--- config.mk ---
export PLATFORM = sky130hd
export DESIGN_NAME = hazard_ctrl_flat
export DESIGN_NICKNAME = d
export VERILOG_FILES = /design/src/rtl/hazard_ctrl_pkg.sv /design/src/rtl/hazard_ctrl_if.sv /design/src/rtl/hazard_ctrl_load_tracker.sv /design/src/rtl/hazard_ctrl.sv /design/src/flat_wrapper.sv
export SDC_FILE = /design/constraint.sdc
export NUM_CORES = 1
export LEC_CHECK = 0
export CORE_MARGIN = 5
export CORE_UTILIZATION = 35
export DETAILED_ROUTE_END_ITERATION = 7
export PLACE_DENSITY_LB_ADDON = 0.1
export SLEW_MARGIN = 10
export SYNTH_ARGS = -nofsm -noshare
export SYNTH_HDL_FRONTEND = slang
export SYNTH_SLANG_ARGS = --single-unit
--- constraint.sdc ---
create_clock -name clk -period 2.12 [get_ports clk]
set_clock_uncertainty 0.2 [all_clocks]
set_input_delay 0.212 -clock clk [delete_from_list [all_inputs] [get_ports clk]]
set_output_delay 0.212 -clock clk [all_outputs]
set_load 0.005 [all_outputs]
--- src/rtl/hazard_ctrl_pkg.sv ---
// Shared encodings for the hazard controller: ResultSrc values, the
// priority ladder that picks stage controls, and the control bundle.
package hazard_pkg;

   typedef enum logic [1:0] {
      RESULT_SRC_ALU  = 2'b00,
      RESULT_SRC_LOAD = 2'b01,
      RESULT_SRC_PC4  = 2'b10
   } result_src_e;

   // Listed highest priority first; reset overrides everything.
   typedef enum logic [2:0] {
      PRI_RESET,
      PRI_FREEZE,
      PRI_FLUSH,
      PRI_STALL,
      PRI_RUN
   } hazard_pri_e;

   typedef struct packed {
      logic fen;
      logic den;
      logic een;
      logic men;
      logic rstd;
      logic rste;
   } stage_ctl_t;

   function automatic stage_ctl_t ctl_for(input hazard_pri_e pri);
      stage_ctl_t c;
      c = '{fen: 1'b1, den: 1'b1, een: 1'b1, men: 1'b1, rstd: 1'b0, rste: 1'b0};
      case (pri)
         PRI_RESET:  c = '{fen: 1'b0, den: 1'b0, een: 1'b0, men: 1'b0, rstd: 1'b1, rste: 1'b1};
         PRI_FREEZE: c = '{fen: 1'b0, den: 1'b0, een: 1'b0, men: 1'b0, rstd: 1'b0, rste: 1'b0};
         PRI_FLUSH:  c = '{fen: 1'b1, den: 1'b1, een: 1'b1, men: 1'b1, rstd: 1'b1, rste: 1'b1};
         PRI_STALL:  c = '{fen: 1'b0, den: 1'b0, een: 1'b1, men: 1'b1, rstd: 1'b0, rste: 1'b1};
         default:    c = '{fen: 1'b1, den: 1'b1, een: 1'b1, men: 1'b1, rstd: 1'b0, rste: 1'b0};
      endcase
      return c;
   endfunction

endpackage

--- src/rtl/hazard_ctrl_if.sv ---
// Datapath <-> hazard controller bundle: pipeline status in, stage
// enables/flushes and the stall counter out.
interface hazard_ctrl_if #(
   parameter int REG_W = 5,
   parameter int CNT_W = 16
);
   logic [1:0]       ResultSrcE;
   logic             RegWriteE;
   logic [REG_W-1:0] RDE;
   logic [REG_W-1:0] Rs1D;
   logic [REG_W-1:0] Rs2D;
   logic             PCSrcE;
   logic             mem_ready;
   logic             FEN;
   logic             DEN;
   logic             EEN;
   logic             MEN;
   logic             RSTD;
   logic             RSTE;
   logic [CNT_W-1:0] stall_count;

   modport master (
      output ResultSrcE, RegWriteE, RDE, Rs1D, Rs2D, PCSrcE, mem_ready,
      input  FEN, DEN, EEN, MEN, RSTD, RSTE, stall_count
   );

   modport slave (
      input  ResultSrcE, RegWriteE, RDE, Rs1D, Rs2D, PCSrcE, mem_ready,
      output FEN, DEN, EEN, MEN, RSTD, RSTE, stall_count
   );
endinterface

--- src/rtl/hazard_ctrl_load_tracker.sv ---
// Shift register of loads that have left Execute but whose data is not yet
// forwardable; reports, per entry, whether a Decode source matches.
module load_tracker #(
   parameter  int REG_W    = 5,
   parameter  int LOAD_LAT = 1,
   localparam int ENTRIES  = (LOAD_LAT > 1) ? LOAD_LAT - 1 : 1
) (
   input  logic               clk,
   input  logic               rst_n,
   input  logic               shift_en,
   input  logic               capture,
   input  logic [REG_W-1:0]   capture_rd,
   input  logic [REG_W-1:0]   rs1,
   input  logic [REG_W-1:0]   rs2,
   output logic [ENTRIES-1:0] entry_match
);

   if (LOAD_LAT > 1) begin : g_track
      logic [ENTRIES-1:0] valid_q;
      logic [REG_W-1:0]   rd_q [ENTRIES];

      // Entries only advance when the Memory stage advances, so a frozen
      // pipeline keeps every load at the same distance from writeback.
      always_ff @(posedge clk or negedge rst_n) begin
         if (!rst_n) begin
            valid_q <= '0;
            for (int i = 0; i < ENTRIES; i++) rd_q[i] <= '0;
         end else if (shift_en) begin
            valid_q[0] <= capture;
            rd_q[0]    <= capture_rd;
            for (int i = 1; i < ENTRIES; i++) begin
               valid_q[i] <= valid_q[i-1];
               rd_q[i]    <= rd_q[i-1];
            end
         end
      end

      // Captured rd is never x0, so a valid entry cannot match a zero source.
      always_comb begin
         entry_match = '0;
         for (int i = 0; i < ENTRIES; i++)
            entry_match[i] = valid_q[i] && ((rd_q[i] == rs1) || (rd_q[i] == rs2));
      end
   end else begin : g_none
      logic unused_ok;
      assign unused_ok   = ^{clk, rst_n, shift_en, capture, capture_rd, rs1, rs2};
      assign entry_match = '0;
   end

endmodule

--- src/rtl/hazard_ctrl.sv ---
// Load-use and control-hazard controller: picks stage enables/flushes by
// priority and counts load-use stall cycles.
module hazard_ctrl
   import hazard_pkg::*;
#(
   parameter int REG_W    = 5,
   parameter int LOAD_LAT = 1,
   parameter int CNT_W    = 16
) (
   input logic          clk,
   input logic          rst_n,
   hazard_ctrl_if.slave hz
);

   localparam int ENTRIES = (LOAD_LAT > 1) ? LOAD_LAT - 1 : 1;
   localparam logic [CNT_W-1:0] CNT_MAX = '1;
   localparam logic [CNT_W-1:0] CNT_ONE = CNT_W'(1);

   logic               load_in_e;
   logic               e_match;
   logic               load_use;
   logic [ENTRIES-1:0] entry_match;
   hazard_pri_e        pri;
   stage_ctl_t         ctl;
   logic [CNT_W-1:0]   cnt_q;

   assign load_in_e = (hz.ResultSrcE == RESULT_SRC_LOAD) && hz.RegWriteE && (hz.RDE != '0);
   assign e_match   = load_in_e && ((hz.RDE == hz.Rs1D) || (hz.RDE == hz.Rs2D));
   assign load_use  = e_match || (|entry_match);

   load_tracker #(
      .REG_W   (REG_W),
      .LOAD_LAT(LOAD_LAT)
   ) u_tracker (
      .clk        (clk),
      .rst_n      (rst_n),
      .shift_en   (ctl.men),
      .capture    (load_in_e),
      .capture_rd (hz.RDE),
      .rs1        (hz.Rs1D),
      .rs2        (hz.Rs2D),
      .entry_match(entry_match)
   );

   // A taken branch outranks a load-use hazard: the dependent Decode
   // instruction is on the wrong path and is flushed anyway.
   always_comb begin
      pri = PRI_RUN;
      if (!rst_n)              pri = PRI_RESET;
      else if (!hz.mem_ready)  pri = PRI_FREEZE;
      else if (hz.PCSrcE)      pri = PRI_FLUSH;
      else if (load_use)       pri = PRI_STALL;
   end

   assign ctl = ctl_for(pri);

   assign hz.FEN  = ctl.fen;
   assign hz.DEN  = ctl.den;
   assign hz.EEN  = ctl.een;
   assign hz.MEN  = ctl.men;
   assign hz.RSTD = ctl.rstd;
   assign hz.RSTE = ctl.rste;

   always_ff @(posedge clk or negedge rst_n) begin
      if (!rst_n)
         cnt_q <= '0;
      else if ((pri == PRI_STALL) && (cnt_q != CNT_MAX))
         cnt_q <= cnt_q + CNT_ONE;
   end

   assign hz.stall_count = cnt_q;

endmodule

--- src/flat_wrapper.sv ---
// flat-port wrapper written by rule: the top's interface ports become plain ports
module hazard_ctrl_flat import hazard_pkg::*;
#(
   parameter int REG_W    = 5,
   parameter int LOAD_LAT = 1,
   parameter int CNT_W    = 16
)
  (clk, rst_n, hz_ResultSrcE, hz_RegWriteE, hz_RDE, hz_Rs1D, hz_Rs2D, hz_PCSrcE, hz_mem_ready, hz_FEN, hz_DEN, hz_EEN, hz_MEN, hz_RSTD, hz_RSTE, hz_stall_count);
  hazard_ctrl_if #(.REG_W(REG_W), .CNT_W(CNT_W)) hz_i ();
  input logic clk;
  input logic rst_n;
  input wire logic [$bits(hz_i.ResultSrcE)-1:0] hz_ResultSrcE;
  input wire logic [$bits(hz_i.RegWriteE)-1:0] hz_RegWriteE;
  input wire logic [$bits(hz_i.RDE)-1:0] hz_RDE;
  input wire logic [$bits(hz_i.Rs1D)-1:0] hz_Rs1D;
  input wire logic [$bits(hz_i.Rs2D)-1:0] hz_Rs2D;
  input wire logic [$bits(hz_i.PCSrcE)-1:0] hz_PCSrcE;
  input wire logic [$bits(hz_i.mem_ready)-1:0] hz_mem_ready;
  output wire logic [$bits(hz_i.FEN)-1:0] hz_FEN;
  output wire logic [$bits(hz_i.DEN)-1:0] hz_DEN;
  output wire logic [$bits(hz_i.EEN)-1:0] hz_EEN;
  output wire logic [$bits(hz_i.MEN)-1:0] hz_MEN;
  output wire logic [$bits(hz_i.RSTD)-1:0] hz_RSTD;
  output wire logic [$bits(hz_i.RSTE)-1:0] hz_RSTE;
  output wire logic [$bits(hz_i.stall_count)-1:0] hz_stall_count;
  assign hz_i.ResultSrcE = hz_ResultSrcE;
  assign hz_i.RegWriteE = hz_RegWriteE;
  assign hz_i.RDE = hz_RDE;
  assign hz_i.Rs1D = hz_Rs1D;
  assign hz_i.Rs2D = hz_Rs2D;
  assign hz_i.PCSrcE = hz_PCSrcE;
  assign hz_i.mem_ready = hz_mem_ready;
  assign hz_FEN = hz_i.FEN;
  assign hz_DEN = hz_i.DEN;
  assign hz_EEN = hz_i.EEN;
  assign hz_MEN = hz_i.MEN;
  assign hz_RSTD = hz_i.RSTD;
  assign hz_RSTE = hz_i.RSTE;
  assign hz_stall_count = hz_i.stall_count;
  hazard_ctrl #(.REG_W(REG_W), .LOAD_LAT(LOAD_LAT), .CNT_W(CNT_W)) u_core (.clk(clk), .rst_n(rst_n), .hz(hz_i));
endmodule
# --- After elaboration in Yosys (flattened, before gate mapping) ---
# Cells that the tools add are included.
totals:
  output_inout_bits: 22
  elab_cells: 21
  input_bits: 22
  ff_bits: 16
op_classes:
  mux: 5
  n_eq_ne: 7
  add_sub_neg: 1
  n_reduce_logical: 7
op_table:
  columns: ["cell", "n"]
  rows:
  - ["$pmux 6 s4", 1]
  - ["$add 16x1->16 const B", 1]
  - ["$ne 16x16->1 const B", 1]
  - ["$mux 3", 4]
  - ["$eq 5x5->1", 2]
  - ["$eq 3x2->1 const B", 2]
  - ["$reduce_bool 5->1", 1]
  - ["$logic_and 1x1->1", 4]
  - ["$eq 3x1->1 const B", 1]
  - ["$logic_not 3->1", 1]
  - ["$eq 2x1->1 const B", 1]
  - ["$logic_or 1x1->1", 1]

# --- Logic depth before layout (Yosys ltp) ---
logic_depth:
  word_depth: 10
  ltp_mapped: 7
  mapped_depth_nobuf: 6

# --- Hierarchy ---
# A second synthesis with hierarchy kept.
hier_totals:
  hier_cells: 106
  hier_area_um2: 1067.3
by_module_without_submodules:
  columns: ["module", "cells_each", "area_per_inst_um2", "instances", "seq_area_each_um2"]
  rows:
  - ["hazard_ctrl", 104, 1056.0, 1, 400.4]
  - ["load_tracker", 2, 11.3, 1, 0.0]

# --- Worst setup path after synthesis ---
# Ideal clock, no wire load.
synth_timing:
  path_kind: "register to register"
  start: "reg u_core.cnt_q[0] (netlist: u_core.hz.stall_count[0])"
  end: "reg u_core.cnt_q[1] (netlist: u_core.hz.stall_count[1])"
  n_path_buf: 0
  stages_incl_launch_ff: 7
  setup_time_ns: 0.128
  required_ns: 1.792
  period_less_slack_ns: 1.941
  slack_ns: 0.179
  arrival_ns: 1.614
  path_cell_list: "dfrtp_1 -> ha_1 -> nand3_1 -> nor4_1 -> nor2_1 -> nand3_1 -> mux2_1"
synth_via:
  elab_chain_cells: 2
  elab_cells_between_ends: 3
  cone_classes: "add/sub: 1; eq/ne: 1; reduce/logical: 1"
synth_rtl:
  columns: ["element", "line_no", "source"]
  rows:
  - ["start, declared", "hazard_ctrl.sv:25", "logic [CNT_W-1:0] cnt_q;"]
  - ["start signal, assigned", "hazard_ctrl.sv:68", "cnt_q <= cnt_q + CNT_ONE;"]
  - ["branches (longest 2 deep; another with $add 16x1->16)", null, null]
# Several ways; the timed one is not identified.
# A chain may end at the register's enable or synchronous reset.

# --- Final worst setup path ---
layout_timing:
  start: "in hz_RDE[3]"
  end: "out hz_RSTE"
layout_via:
  elab_chain_cells: 9
  elab_cells_between_ends: 15
  cone_classes: "eq/ne: 5; mux: 5; reduce/logical: 5"
layout_rtl:
  columns: ["element", "line_no", "source"]
  rows:
  - ["start, declared", "flat_wrapper.sv:14", "input wire logic [$bits(hz_i.RDE)-1:0] hz_RDE;"]
  - ["$eq 5x5->1 or $reduce_bool 5->1 (tied branches)", "hazard_ctrl.sv:28, hazard_ctrl.sv:27", null]
  - ["$logic_or 1x1->1 or $logic_and 1x1->1 (tied branches)", "hazard_ctrl.sv:28, hazard_ctrl.sv:27", null]
  - ["$logic_and 1x1->1 *", "hazard_ctrl.sv:28", "assign e_match = load_in_e && ((hz.RDE == hz.Rs1D) || (hz.RDE == hz.Rs2D));"]
  - ["$mux 3 *", "hazard_ctrl.sv:52", "else if (load_use) pri = PRI_STALL;"]
  - ["$mux 3 *", "hazard_ctrl.sv:51", "else if (hz.PCSrcE) pri = PRI_FLUSH;"]
  - ["$mux 3 *", "hazard_ctrl.sv:50", "else if (!hz.mem_ready) pri = PRI_FREEZE;"]
  - ["$mux 3 *", "hazard_ctrl.sv:49", "if (!rst_n) pri = PRI_RESET;"]
  - ["$eq 3x2->1, or another cell as far along", "hazard_ctrl_pkg.sv:32", "case (pri)"]
  - ["$pmux 6 s4 *", "hazard_ctrl_pkg.sv:32", null]
  - ["end, declared", "flat_wrapper.sv:24", "output wire logic [$bits(hz_i.RSTE)-1:0] hz_RSTE;"]
# Every way passes the cells marked *; elsewhere a longest branch is shown, timed or not.

==> summary.txt <==
Status: complete, no violations
Nets: 185
Leakage power: 0.712 nW
Pwr Density: 400 nW/um^2
CTS H-tree lvls: 1
CTS tree: yes
Detailed Route Iter0 Violations: 50
Final WL: 2.81 mm
Cell Chain, Critical Path: dlygate4sd2_1 > or4_4 > o21a_4 > a31o_1 > dlygate4sd2_1
Ys flop type: dfrtp_1
Clock Latency Late Sink: 0.28 ns
Crit path launch type: primary input
Vias/cell: 5.22
IO Port Bufs: 43
Max reg flops: 16
Mean Syn Cell Area: 9.99 sq um
Clk buf depth: 2
VDD IR max: 0.290 mV
Final setup fails: 0
Root Buffer: clkbuf_4
Reg2Reg Depth: 6
Commonest non-fill, non-tap cell in the layout: clkdlybuf4s50_1
Yosys top cell area share: 38.6%
Die Y: 64.5 um
Final cell utilization of the core: 57.4%
Tot Pwr: 0.000645 W
Starting Density: 37.0%
CP peak stage delay: 0.55 ns
Final setup margin: 0.0266 ns
Dominant cell type by area after synthesis: dfrtp_1
I/O Pins: 44
Post-synth EDFFs: 0
Antenna cells: 0
Most frequent cells in the layout: clkdlybuf4s50_1 (33), xnor2_1 (24), dfrtp_1 (16)
Worst-Margin Slew: 0.304 ns
CTS buffer count: 3
DR WL/cell: 14.6 um
Die footprint: 4160 sq um
Vias: 1003
Critical path required time: 1.71 ns
GRT Util Overall: 14.2%
WP data arrival: 1.68 ns
Largest net degree at the start of global routing: 17
Clock slew at reported path FFs: 0.10 ns
DP HPWL: 2.20 mm
Synthesized area: 1040 sq um
Hold violation count in the final report: 0
Die W: 64.5 um
Routed Antenna Nets: 0
Critical path fanouts, max: 3
Fmax: 478 MHz
Hold buffers post-CTS: 0
Netlist cell types: 28
Yosys Warn Count: 0
DRC viols: 0
Asr flop ratio synth: 100%
Grt total ovfl: 0
Seq/Total Area, Yosys: 38.6%
Maxcap violations: 0
Slew Limit Fails: 0
Row Count: 19
CP most frequent cell: dlygate4sd2_1
Syn_nets: 127
Top cells by area, synth: dfrtp_1 (39%), xnor2_1 (20%), nand4_1 (6.6%)
Synth Register Bits: 16
Area grow syn2layout: 55.2%
Clock sink count: 16
Path type of the worst setup path: primary input to primary output
Final period utilization: 98.7%
Fillers: 259
CORE AREA: 2810 sq um
Layout cells sized above 1: 16.1%
Global-route wire length before repair: 4.76 mm
Drt pass-1 iters: 4
Slew HR: 79.5%
Vias in the first global route: 1004
Slowest cell on crit path: or4_4
Crit. End Element: primary output
Worst Hold Class: primary input to async pin
Initial antenna violation count: 0
Hold slack: 0.212 ns
Tmin final: 2.09 ns
GPL Wtd Cong: 0.823
Setup Slack @ Placement: -0.398 ns
Mapped Cells: 104
-- worst max-delay path, delay by kind of cell --
family	cells	cell delay, ns
AND/OR/NAND/NOR	1	0.55
buffers and inverters	2	0.50
AO/OA/AOI/OAI	2	0.42
-- metrics by stage --
stage | area, sq um | instances | TNS (ns)
after detailed placement | 1560 | 186 | -1.59
after global routing | 1610 | 192 | -0.00161
after floorplan | 1040 | 104 | 0
final | 1610 | 192 | 0
after CTS | 1600 | 191 | 0
after global placement | 1560 | 186 | -1.42
-- cell type report --
cell class                 instances  area (sq um)  area share [%]
clock buffer                       4          36.3            2.25
timing repair buffer              57           532            33.0
inverter                           1          3.75           0.233
sequential                        16           400            24.8
tap                               31          38.8            2.41
multi-input combinational         83           601            37.3
-- synth_stat cells, types with 2 or more instances --
library cell,count
nor2_1,3
buf_4,3
nand4_2,2
xnor2_1,24
dfrtp_1,16
and3_1,8
nor4_1,2
nand4_1,11
nor3_1,2
nand2_1,6
nand3_1,10
-- worst paths after layout --
check                                          start                         to  slack, ns
max reg2reg                 u_core.hz.stall_count[0]   u_core.hz.stall_count[1]       0.15
min in group clk           u_core.hz.stall_count[10]  u_core.hz.stall_count[10]       0.32
min reg2reg                u_core.hz.stall_count[10]  u_core.hz.stall_count[10]       0.32
max                                        hz_RDE[3]                    hz_RSTE       0.03
max in group asynchronous                      rst_n   u_core.hz.stall_count[3]       1.33
min                                            rst_n  u_core.hz.stall_count[11]       0.21
-- power breakdown --
part / switching [W] / internal, W / total [W]
Sequential: 0.00000182 / 0.000307 / 0.000308
Clock: 0.000102 / 0.000104 / 0.000206
Combinational: 0.0000509 / 0.0000796 / 0.000131
-- metal layers --
layer / vias up / global-route usage (%) / routed length (um)
li1: 494 / - / -
met1: 469 / 19.9 / 1290
met2: 38 / 22.0 / 1250
met3: 2 / 3.28 / 262
met4: 0 / 3.96 / 17
met5: - / 0 / 0
-- cells by family (layout without fill, tap and decap cells) --
kind of cell	count (synthesis)	in the layout	share of synthesized area (%)
and+or+nand+nor	50	50	29.0
xor gates and xnor gates	24	24	20.2
DFF	16	16	38.6
AOI/OAI and AO/OA	6	6	5.30
buffers and inverters	5	62	3.61
muxes	2	2	2.05
adders and majority gates	1	1	1.20
-- repair_timing --
| item | CTS | global route |
|---|---|---|
| resized for setup | 8 | 6 |
| buffers inserted | 1 | 1 |
| setup endpoints to repair | 3 | 3 |
| pin swaps | 3 | 7 |
| endpoints found under the hold margin | 0 | 0 |
No activity file was read; power rests on OpenSTA's default activity.
